`src/rtl/fpu_pkg.sv`:
```
// Shared definitions for the byte-wide FPU bus master: address/command codes,
// FSM state types and a byte-select helper.
package fpu_pkg;

    localparam logic [1:0] ADDR_ST  = 2'd0;
    localparam logic [1:0] ADDR_RES = 2'd1;
    localparam logic [1:0] ADDR_CMD = 2'd2;
    localparam logic [1:0] ADDR_VAL = 2'd3;

    localparam logic [7:0] CMD_SETY = 8'd1;
    localparam logic [7:0] CMD_SETX = 8'd2;
    localparam logic [7:0] CMD_DIV  = 8'd3;
    localparam logic [7:0] CMD_MUL  = 8'd4;

    localparam int BUSY_BIT = 7;

    typedef enum logic [3:0] {
        S_IDLE, S_CMD_Y, S_VAL_Y, S_CMD_X, S_VAL_X, S_CMD_OP, S_SETTLE,
        S_POLL, S_DRAIN, S_READ, S_DONE, S_ABORT, S_ERR
    } drv_state_e;

    typedef enum logic {
        A_IDLE, A_GAP
    } acc_state_e;

    // Byte idx of a word, idx 0 = most significant byte.
    function automatic logic [7:0] byte_of(input logic [31:0] w, input logic [1:0] idx);
        byte_of = w[7:0];
        case (idx)
            2'd0: byte_of = w[31:24];
            2'd1: byte_of = w[23:16];
            2'd2: byte_of = w[15:8];
            default: byte_of = w[7:0];
        endcase
    endfunction

endpackage

```
`src/rtl/fpu_driver_if.sv`:
```
// Word-level request/done handshake plus the byte-wide FPU bus, bundled.
// Handshake: req is sampled only while the driver is idle (busy=0); done or
// err pulses for one cycle and ends the operation, result is valid from done.
interface fpu_driver_if;
    import fpu_pkg::*;

    logic        req;
    logic        op;
    logic [31:0] y_in;
    logic [31:0] x_in;
    logic        busy;
    logic        done;
    logic        err;
    logic [31:0] result;
    logic        fpu_sel;
    logic [1:0]  fpu_addr;
    logic        fpu_read;
    logic        fpu_write;
    logic [7:0]  fpu_wdata;
    logic [7:0]  fpu_rdata;
    drv_state_e  dbg_state;
    acc_state_e  dbg_acc;

    modport master (
        input  req, op, y_in, x_in, fpu_rdata,
        output busy, done, err, result, fpu_sel, fpu_addr, fpu_read,
               fpu_write, fpu_wdata, dbg_state, dbg_acc
    );

    modport slave (
        output req, op, y_in, x_in, fpu_rdata,
        input  busy, done, err, result, fpu_sel, fpu_addr, fpu_read,
               fpu_write, fpu_wdata, dbg_state, dbg_acc
    );

endinterface

```
`src/rtl/fpu_bus_access.sv`:
```
// One FPU bus access: a single-cycle strobe in the cycle start is seen while
// idle, then GAP quiet cycles; ack marks the last quiet cycle.
module fpu_bus_access
    import fpu_pkg::*;
#(
    parameter int GAP = 1
) (
    input  logic       clk,
    input  logic       rst_n,
    input  logic       start,
    input  logic       rd,
    input  logic [1:0] addr_in,
    input  logic [7:0] wdata_in,
    output logic       ack,
    output logic [7:0] rdata,
    output logic       fpu_sel,
    output logic       fpu_read,
    output logic       fpu_write,
    output logic [1:0] fpu_addr,
    output logic [7:0] fpu_wdata,
    input  logic [7:0] fpu_rdata,
    output acc_state_e state
);

    localparam logic [7:0] GAP_M1 = 8'(GAP - 1);

    acc_state_e state_q, state_d;
    logic [7:0] gap_cnt_q, gap_cnt_d;
    logic [1:0] addr_q, addr_d;
    logic [7:0] wdata_q, wdata_d;
    logic [7:0] rdata_q, rdata_d;
    logic       strobe;

    always_ff @(posedge clk or negedge rst_n) begin
        if (!rst_n) begin
            state_q   <= A_IDLE;
            gap_cnt_q <= 8'd0;
            addr_q    <= 2'd0;
            wdata_q   <= 8'd0;
            rdata_q   <= 8'd0;
        end else begin
            state_q   <= state_d;
            gap_cnt_q <= gap_cnt_d;
            addr_q    <= addr_d;
            wdata_q   <= wdata_d;
            rdata_q   <= rdata_d;
        end
    end

    always_comb begin
        state_d   = state_q;
        gap_cnt_d = gap_cnt_q;
        addr_d    = addr_q;
        wdata_d   = wdata_q;
        rdata_d   = rdata_q;
        strobe    = 1'b0;
        ack       = 1'b0;
        case (state_q)
            A_IDLE: begin
                if (start) begin
                    strobe    = 1'b1;
                    addr_d    = addr_in;
                    gap_cnt_d = 8'd0;
                    state_d   = A_GAP;
                    if (rd) rdata_d = fpu_rdata;
                    else    wdata_d = wdata_in;
                end
            end
            A_GAP: begin
                if (gap_cnt_q == GAP_M1) begin
                    ack     = 1'b1;
                    state_d = A_IDLE;
                end else begin
                    gap_cnt_d = gap_cnt_q + 8'd1;
                end
            end
            default: state_d = A_IDLE;
        endcase
    end

    // Strobe cycle presents the new address/data; gaps hold the last ones.
    always_comb begin
        fpu_sel   = strobe;
        fpu_read  = strobe & rd;
        fpu_write = strobe & ~rd;
        fpu_addr  = strobe ? addr_in : addr_q;
        fpu_wdata = (strobe && !rd) ? wdata_in : wdata_q;
    end

    assign rdata = rdata_q;
    assign state = state_q;

endmodule

```
`src/rtl/fpu_driver.sv`:
```
// Sequences a complete FPU operation (operand writes, command, status poll,
// four result reads) over the byte bus and returns the 32-bit result.
module fpu_driver
    import fpu_pkg::*;
#(
    parameter int GAP        = 1,
    parameter int SETTLE     = 2,
    parameter int POLL_LIMIT = 255
) (
    input  logic         clk,
    input  logic         rst_n,
    fpu_driver_if.master bus
);

    localparam logic [7:0] SETTLE_M1 = 8'(SETTLE - 1);
    localparam logic [7:0] POLL_LIM8 = 8'(POLL_LIMIT);

    drv_state_e  state_q, state_d;
    logic [31:0] y_q, y_d, x_q, x_d;
    logic        op_q, op_d;
    logic [1:0]  byte_q, byte_d;
    logic [7:0]  poll_q, poll_d, poll_inc;
    logic [7:0]  wait_q, wait_d;
    logic [31:0] sh_q, sh_d, result_q, result_d;

    logic        acc_start, acc_rd, acc_ack;
    logic [1:0]  acc_addr;
    logic [7:0]  acc_wdata, acc_rdata;
    logic        acc_sel, acc_read, acc_write;
    logic [1:0]  acc_fpu_addr;
    logic [7:0]  acc_fpu_wdata;
    acc_state_e  acc_state;

    fpu_bus_access #(.GAP(GAP)) u_access (
        .clk(clk), .rst_n(rst_n), .start(acc_start), .rd(acc_rd),
        .addr_in(acc_addr), .wdata_in(acc_wdata), .ack(acc_ack), .rdata(acc_rdata),
        .fpu_sel(acc_sel), .fpu_read(acc_read), .fpu_write(acc_write),
        .fpu_addr(acc_fpu_addr), .fpu_wdata(acc_fpu_wdata),
        .fpu_rdata(bus.fpu_rdata), .state(acc_state)
    );

    always_ff @(posedge clk or negedge rst_n) begin
        if (!rst_n) begin
            state_q <= S_IDLE;   y_q <= '0;      x_q <= '0;     op_q <= 1'b0;
            byte_q <= 2'd0;      poll_q <= 8'd0; wait_q <= 8'd0;
            sh_q <= '0;          result_q <= '0;
        end else begin
            state_q <= state_d;  y_q <= y_d;     x_q <= x_d;    op_q <= op_d;
            byte_q <= byte_d;    poll_q <= poll_d; wait_q <= wait_d;
            sh_q <= sh_d;        result_q <= result_d;
        end
    end

    always_comb begin
        state_d = state_q;  y_d = y_q;  x_d = x_q;  op_d = op_q;
        byte_d = byte_q;    poll_d = poll_q;  wait_d = wait_q;
        sh_d = sh_q;        result_d = result_q;
        poll_inc  = (poll_q == 8'hFF) ? 8'hFF : poll_q + 8'd1;
        acc_start = 1'b0;
        acc_rd    = 1'b0;
        acc_addr  = ADDR_CMD;
        acc_wdata = 8'h00;
        case (state_q)
            S_IDLE: begin
                poll_d = 8'd0;
                byte_d = 2'd0;
                wait_d = 8'd0;
                if (bus.req) begin
                    y_d = bus.y_in;  x_d = bus.x_in;  op_d = bus.op;
                    state_d = S_CMD_Y;
                end
            end
            S_CMD_Y: begin
                acc_start = 1'b1;  acc_wdata = CMD_SETY;
                if (acc_ack) state_d = S_VAL_Y;
            end
            S_VAL_Y: begin
                acc_start = 1'b1;  acc_addr = ADDR_VAL;  acc_wdata = byte_of(y_q, byte_q);
                if (acc_ack) begin
                    byte_d = byte_q + 2'd1;
                    if (byte_q == 2'd3) state_d = S_CMD_X;
                end
            end
            S_CMD_X: begin
                acc_start = 1'b1;  acc_wdata = CMD_SETX;
                if (acc_ack) state_d = S_VAL_X;
            end
            S_VAL_X: begin
                acc_start = 1'b1;  acc_addr = ADDR_VAL;  acc_wdata = byte_of(x_q, byte_q);
                if (acc_ack) begin
                    byte_d = byte_q + 2'd1;
                    if (byte_q == 2'd3) state_d = S_CMD_OP;
                end
            end
            S_CMD_OP: begin
                acc_start = 1'b1;  acc_wdata = op_q ? CMD_DIV : CMD_MUL;
                if (acc_ack) state_d = S_SETTLE;
            end
            S_SETTLE, S_DRAIN: begin
                if (wait_q == SETTLE_M1) begin
                    wait_d  = 8'd0;
                    state_d = (state_q == S_SETTLE) ? S_POLL : S_READ;
                end else begin
                    wait_d = wait_q + 8'd1;
                end
            end
            S_POLL: begin
                acc_start = 1'b1;  acc_rd = 1'b1;  acc_addr = ADDR_ST;
                if (acc_ack) begin
                    if (acc_rdata[BUSY_BIT]) begin
                        poll_d = poll_inc;
                        if (poll_inc >= POLL_LIM8) state_d = S_ABORT;
                    end else begin
                        state_d = S_DRAIN;
                    end
                end
            end
            S_READ: begin
                acc_start = 1'b1;  acc_rd = 1'b1;  acc_addr = ADDR_RES;
                if (acc_ack) begin
                    sh_d   = {sh_q[23:0], acc_rdata};
                    byte_d = byte_q + 2'd1;
                    // Load result on the final byte so it is valid alongside done.
                    if (byte_q == 2'd3) begin
                        result_d = {sh_q[23:0], acc_rdata};
                        state_d  = S_DONE;
                    end
                end
            end
            S_DONE:  state_d = S_IDLE;
            S_ABORT: begin
                acc_start = 1'b1;  acc_wdata = CMD_SETY;
                if (acc_ack) state_d = S_ERR;
            end
            S_ERR:   state_d = S_IDLE;
            default: state_d = S_IDLE;
        endcase
    end

    assign bus.busy      = (state_q != S_IDLE) && (state_q != S_DONE) && (state_q != S_ERR);
    assign bus.done      = (state_q == S_DONE);
    assign bus.err       = (state_q == S_ERR);
    assign bus.result    = result_q;
    assign bus.fpu_sel   = acc_sel;
    assign bus.fpu_read  = acc_read;
    assign bus.fpu_write = acc_write;
    assign bus.fpu_addr  = acc_fpu_addr;
    assign bus.fpu_wdata = acc_fpu_wdata;
    assign bus.dbg_state = state_q;
    assign bus.dbg_acc   = acc_state;

endmodule

```
`src/flat_wrapper.sv`:
```
// flat-port wrapper written by rule: the top's interface ports become plain ports
module fpu_driver_flat import fpu_pkg::*;
#(
    parameter int GAP        = 1,
    parameter int SETTLE     = 2,
    parameter int POLL_LIMIT = 255
)
  (clk, rst_n, bus_req, bus_op, bus_y_in, bus_x_in, bus_fpu_rdata, bus_busy, bus_done, bus_err, bus_result, bus_fpu_sel, bus_fpu_addr, bus_fpu_read, bus_fpu_write, bus_fpu_wdata, bus_dbg_state, bus_dbg_acc);
  fpu_driver_if bus_i ();
  input  logic clk;
  input  logic rst_n;
  input wire logic [$bits(bus_i.req)-1:0] bus_req;
  input wire logic [$bits(bus_i.op)-1:0] bus_op;
  input wire logic [$bits(bus_i.y_in)-1:0] bus_y_in;
  input wire logic [$bits(bus_i.x_in)-1:0] bus_x_in;
  input wire logic [$bits(bus_i.fpu_rdata)-1:0] bus_fpu_rdata;
  output wire logic [$bits(bus_i.busy)-1:0] bus_busy;
  output wire logic [$bits(bus_i.done)-1:0] bus_done;
  output wire logic [$bits(bus_i.err)-1:0] bus_err;
  output wire logic [$bits(bus_i.result)-1:0] bus_result;
  output wire logic [$bits(bus_i.fpu_sel)-1:0] bus_fpu_sel;
  output wire logic [$bits(bus_i.fpu_addr)-1:0] bus_fpu_addr;
  output wire logic [$bits(bus_i.fpu_read)-1:0] bus_fpu_read;
  output wire logic [$bits(bus_i.fpu_write)-1:0] bus_fpu_write;
  output wire logic [$bits(bus_i.fpu_wdata)-1:0] bus_fpu_wdata;
  output wire logic [$bits(bus_i.dbg_state)-1:0] bus_dbg_state;
  output wire logic [$bits(bus_i.dbg_acc)-1:0] bus_dbg_acc;
  assign bus_i.req = bus_req;
  assign bus_i.op = bus_op;
  assign bus_i.y_in = bus_y_in;
  assign bus_i.x_in = bus_x_in;
  assign bus_i.fpu_rdata = bus_fpu_rdata;
  assign bus_busy = bus_i.busy;
  assign bus_done = bus_i.done;
  assign bus_err = bus_i.err;
  assign bus_result = bus_i.result;
  assign bus_fpu_sel = bus_i.fpu_sel;
  assign bus_fpu_addr = bus_i.fpu_addr;
  assign bus_fpu_read = bus_i.fpu_read;
  assign bus_fpu_write = bus_i.fpu_write;
  assign bus_fpu_wdata = bus_i.fpu_wdata;
  assign bus_dbg_state = bus_i.dbg_state;
  assign bus_dbg_acc = bus_i.dbg_acc;
  fpu_driver #(.GAP(GAP), .SETTLE(SETTLE), .POLL_LIMIT(POLL_LIMIT)) u_core (.clk(clk), .rst_n(rst_n), .bus(bus_i));
endmodule
```
`config.mk`:
```
export PLATFORM = sky130hd
export DESIGN_NAME = fpu_driver_flat
export DESIGN_NICKNAME = d
export VERILOG_FILES = /design/src/rtl/fpu_pkg.sv /design/src/rtl/fpu_driver_if.sv /design/src/rtl/fpu_bus_access.sv /design/src/rtl/fpu_driver.sv /design/src/flat_wrapper.sv
export SDC_FILE = /design/constraint.sdc
export NUM_CORES = 1
export LEC_CHECK = 0
export CAP_MARGIN = 20
export CELL_PAD_IN_SITES_DETAIL_PLACEMENT = 1
export CELL_PAD_IN_SITES_GLOBAL_PLACEMENT = 1
export CORE_ASPECT_RATIO = 1.25
export CORE_MARGIN = 4
export CORE_UTILIZATION = 30
export DETAILED_ROUTE_END_ITERATION = 6
export HOLD_SLACK_MARGIN = 0.05
export PLACE_DENSITY_LB_ADDON = 0.2
export SETUP_SLACK_MARGIN = 0.4
export SYNTH_ARGS = -nofsm -noshare
export SYNTH_HDL_FRONTEND = slang
export SYNTH_HIERARCHICAL = 1
export SYNTH_SLANG_ARGS = --single-unit
export TNS_END_PERCENT = 30
```
`constraint.sdc`:
```
create_clock -name clk -period 3.4 [get_ports clk]
set_clock_uncertainty 0.1 [all_clocks]
set_input_delay 0.34 -clock clk [delete_from_list [all_inputs] [get_ports clk]]
set_output_delay 0.34 -clock clk [all_outputs]
set_load 0.02 [all_outputs]
```
# == After elaboration in Yosys (flattened, before gate mapping) ==
# Cells that the tools add are included.
# Widths: inputs -> output; s select.
# word_totals
elab_cells,130
ramBits,0
out_inout_bits,53
latch_bits,0
input_bits,76
regBits,170
romBits,0
mem_count,0
# classes
n_bitwise,4
n_reduce_logical,27
shifts,0
n_div,0
mux,43
magnitude_cmp,1
n_mul,0
eq_ne,37
addsub,4
# op_table
operator,n
$mux 4,16
$mux 8,7
$pmux 8 s2,3
$pmux 8 s3,2
$pmux 4 s10,1
$pmux 8 s5,1
$ne 2x1->1 const B,14
$add 8x1->8 const B,3
$eq 4x4->1 const B,5
$eq 4x3->1 const B,4
$reduce_and 14->1,1
$reduce_and 3->1,4
$reduce_and 2->1,5
$eq 4x2->1 const B,2
$eq 8x1->1 const B,1
$eq 8x8->1 const B,1
$ge 8x8->1 const B,1
$logic_not 8->1,1
$ne 4x4->1 const B,2
$reduce_or 2->1,4
$reduce_or 8->1,1
$mux 1,7
$ne 2x2->1 const B,3
$pmux 2 s3,1
18 further kinds,26

# == Logic depth before layout (Yosys ltp) ==
# logic_depth
word_depth,7
depth_mapped,9
mapped_depth_nobuf,9

# == By module ==
# Netlist, hierarchy kept.
# modules_own_cells
module,seq_area_each_um2,area_each_um2,cells_each,n_inst
fpu_driver,3578.4,6557.5,518,1
fpu_bus_access,675.6,1174.9,96,1

# == Worst setup path before layout ==
# OpenSTA, ideal clock, no wires.
# synth_timing
path_kind,register to output
startpoint,"register u_core.state_q[0], in the netlist u_core/bus.dbg_state[0]"
endpoint,output port bus_fpu_wdata[0]
arrival_ns,2.322
path_slack_ns,0.638
path_buffers,2
path_stages_with_launch,8
path_cell_list,dfrtp_1 buf_2 buf_1 nand2b_1 a21oi_1 nand2b_1 nor2_2 mux2_2
# synth_between
elab_chain_len,7
# synth_rtl
element,line_no,source
"start, declared",fpu_driver.sv:18,"drv_state_e state_q, state_d;"
"start signal, assigned",fpu_driver.sv:44,state_q <= S_IDLE; y_q <= '0; x_q <= '0; op_q <= 1'b0;
"start signal, assigned",fpu_driver.sv:48,state_q <= state_d; y_q <= y_d; x_q <= x_d; op_q <= op_d;
"$eq 4x1->1, or another cell as far along",fpu_driver.sv:63,case (state_q)
$reduce_or 8->1 (no line) (*),-,
$mux 1 (*),fpu_driver.sv:63,
via u_core.acc_start,fpu_driver.sv:26,"logic acc_start, acc_rd, acc_ack;"
$mux 1 (*),fpu_bus_access.sv:60,if (start) begin
$mux 1 (*),fpu_bus_access.sv:58,case (state_q)
$logic_and 1x1->1 (*),fpu_bus_access.sv:87,fpu_wdata = (strobe && !rd) ? wdata_in : wdata_q;
$mux 8 (*),fpu_bus_access.sv:87,
"end, declared",flat_wrapper.sv:25,output wire logic [$bits(bus_i.fpu_wdata)-1:0] bus_fpu_wdata;
# The timed path passes the listed nets; every way through them passes the cells marked *.

# == Worst setup path after layout ==
# layout_timing
startpoint,register u_core.byte_q[1]
endpoint,output port bus_fpu_wdata[1]
# layout_between
elab_chain_len,4
# layout_rtl
element,line_no,source
"start, declared",fpu_driver.sv:21,"logic [1:0] byte_q, byte_d;"
"start signal, assigned",fpu_driver.sv:49,byte_q <= byte_d; poll_q <= poll_d; wait_q <= wait_d;
"$eq 2x2->1, or another cell as far along",fpu_pkg.sv:29,case (idx)
$pmux 8 s3,fpu_pkg.sv:29,
$pmux 8 s5 (*),fpu_driver.sv:63,
via u_core.acc_wdata[1],fpu_driver.sv:28,"logic [7:0] acc_wdata, acc_rdata;"
$mux 8 (*),fpu_bus_access.sv:87,
# Marked as above.

==> reports/summary.txt <==
R2r worst-path depth: 8
Area of the multi-input gates: 0.00328 sq mm
Failing checks: DRC
Post-Syn Area: 0.00773 sq mm
Fillers: 2621
Seq/Total Area, Yosys: 0.550
R2R Path End: u_core/bus.dbg_state[3]
#FFs+latches synth: 170
Syn nets: 699
Reg clk slew, reported paths: 0.07 ns
Largest net degree at the start of global routing: 66
Sw power: 2930 uW
CTS sink cnt: 170
Flop pwr share: 0.379
First-pass GRT wire length: 33600 microns
CP Capture Type: output pin
Hold_ws: 0.363 ns
Detailed Routing Iterations Pass 1: 7
Met3 Wirelength: 765 microns
Critical path class: reg2out
Vias: 5511
Hold Fails Final Rpt: 0
Period utilization: 0.927
Post-synth EDFFs: 0
FP Rows: 65
GP Congestion: 0.773
Average size of a mapped cell: 12.6 sq um
Sequential cell area: 0.00426 sq mm
# nets final: 836
Post-route antenna net violation count: 0
GR Overflow Total: 0
Fmax: 317 MHz
Root buffer cell: clkbuf_16
Clock buffer depth: 2
Logic pwr share: 0.380
Syn. warnings: 6
Critical R2R Launch: u_core/u_access/gap_cnt_q[3]
Clk_lat worst skew: 0.43 ns
Sw frac: 0.362
Pwr dens: 801 mW/mm^2
Post-synth top flop: dfrtp_1
Post-DP HPWL: 15000 microns
R2R Setup Slk: 0.62 ns
Final setup violation count: 0
Per-cell routed wire length: 19.0 microns
Max-cap violations: 0
Worst slew pin tran: 0.858 ns
Ant. Diodes: 0
Boundary Pins: 129
Die width: 152 microns
Tot GR Track Use: 0.151
Worst Path Max Fanout: 16
P_int: 5150 uW
Mapped Cells: 614
Clock power share: 0.242
Drt total wl: 20900 microns
Hold Path Class: in2async
Fin crit period: 3.15 ns
Slew HR: 0.428
Length of routed met2 wiring: 11000 microns
Final instance area: 0.0101 sq mm
Synth-to-layout area growth: 30.5%
Drt drc: 4
Wl on met1: 8940 microns
Layout cells sized above 1: 0.300
Cell with the most instances after synthesis: dfrtp_1
Core area: 0.0253 sq mm
Final Core Density: 0.399
Async set-or-reset flop fraction in the synthesized netlist: 1.00
Synth top area share: 0.550
Crit path DAT: 2.71 ns
Status: finished with violations
CTS H-Tree Depth: 4
Synth top cells by count: dfrtp_1, mux2_2, nand2_1, a21oi_1, nor2_1
CTS tree: done
Starting DRT DRC Count: 270
Initial Util: 0.306
Max IR drop VDD: 0.401 mV
Element type at the critical path start: flip-flop
Data required, critical path: 2.96 ns
Max Slew Vio Count: 0
Vias in the first global route: 6053
Initial antenna violation count: 0
Highest routed layer: met4
Setup_tns: 0 ns
Distinct cells, synth: 66
Static Leak: 0.00446 uW
Vias per Instance: 5.02
Largest area contributor in the netlist: dfrtp_1
Cts bufs inserted: 17
Die Y-Extent: 187 microns
Count of input and output buffers: 128
RSZ-0062 raised after global routing: yes
Die ar.: 0.0284 sq mm
Synth area leaders: dfrtp_1, mux2_2, a222oi_1
DP Area: 0.00936 sq mm
## cell usage in the layout (no fill, tap or decap), types with 5 or more instances in the layout
master           synthesis  layout
a21oi_1                 30      29
a222oi_1                16      16
buf_4                    0      23
clkbuf_16                0      17
clkdlybuf4s50_1          0     116
dfrtp_1                170     169
dlygate4sd2_1            0       5
ha_1                     9       6
inv_1                   18      17
inv_8                    0       6
mux2_2                 138     138
nand2_1                 36      34
nand2b_1                 8       8
nand3_1                 15      15
nor2_1                  20      20
nor2b_1                  6       6
o21ai_0                 14      14
o21ai_1                  5       5
o22ai_1                  8       7
o31ai_1                  6       6
## metal layers
metal	up-vias	global-route usage
li1	2534	-
met1	2859	0.193
met2	107	0.257
met3	11	0.0367
met4	0	0.0339
met5	-	0
## flip-flops by register name (all words and copies together), names as in the netlist
signal,cells
u_core/y_q,32
u_core/u_access/rdata,8
u_core/bus.dbg_state,4
u_core/byte_q,2
u_core/x_q,32
u_core/wait_q,8
u_core/sh_q,24
u_core/bus.result,32
u_core/op_q,1
u_core/u_access/state,1
u_core/poll_q,8
u_core/u_access/addr_q,2
u_core/u_access/gap_cnt_q,8
u_core/u_access/wdata_q,8
## area by class of cell
| type | instances | area share |
|---|---|---|
| Timing Repair Buffer | 153 | 0.145 |
| Clock inverter | 14 | 0.0171 |
| Clock buffer | 17 | 0.0422 |
| Sequential cell | 170 | 0.422 |
| Multi-Input combinational cell | 391 | 0.325 |
| Inverter | 18 | 0.00670 |
| Tap cell | 335 | 0.0416 |
## per-stage QoR
stage          setup slack [ns]  power, uW  instances
6_report                  0.250       8080       1098
5_1_grt                   0.142       8590       1098
4_1_cts                   0.248       8170       1098
3_5_place_dp              0.128       6080       1057
3_3_place_gp              0.210       5960       1057
2_1_floorplan             0.638       4980        614
## critical path: stages (launching register included)
cell           delay, ns
dfrtp_1             0.41
buf_4               0.16
ha_4                0.21
a222oi_1            0.46
o22a_1              0.22
o221ai_1            0.17
mux2_2              0.33
dlygate4sd2_1       0.32
## timing repair
action | 4_1_cts | 5_1_grt
hold endpoints to repair | 57 | 0
gates resized for setup | 28 | 8
setup endpoints to repair | 13 | 15
hold buffers | 1 | 0
pin swaps | 8 | 3
setup buffers | 9 | 0
## logic make-up (layout without fill, tap and decap cells)
logic type	Yosys count	after routing	synth area share
compound gates	117	117	0.109
xor+xnor	2	2	0.00227
fa+ha+maj	9	9	0.0146
buf+inv	53	202	0.0345
flops	170	170	0.550
mux	138	138	0.201
simple gates	125	125	0.0885
## how the worst max path moves through the flow
stage                                  startpoint          endpoint  slack (ns)  cells past startpoint
after floorplan           u_core/bus.dbg_state[0]  bus_fpu_wdata[0]        0.64                      7
after global placement           u_core/byte_q[0]  bus_fpu_wdata[2]        0.21                      9
after detailed placement         u_core/byte_q[0]  bus_fpu_wdata[2]        0.13                      9
after CTS                 u_core/bus.dbg_state[2]   bus_fpu_addr[0]        0.25                      9
after global routing             u_core/byte_q[1]  bus_fpu_wdata[2]        0.14                      9
final                            u_core/byte_q[1]  bus_fpu_wdata[1]        0.25                      7
## power by group through the flow
stage | clock network, uW | registers, uW | logic [uW]
3_5_place_dp | 0 | 3100 | 2980
6_report | 1950 | 3060 | 3070
3_3_place_gp | 0 | 3070 | 2890
2_1_floorplan | 0 | 2930 | 2050
4_1_cts | 2020 | 3060 | 3090
5_1_grt | 2120 | 3130 | 3330
(Power assumes the default switching activity.)
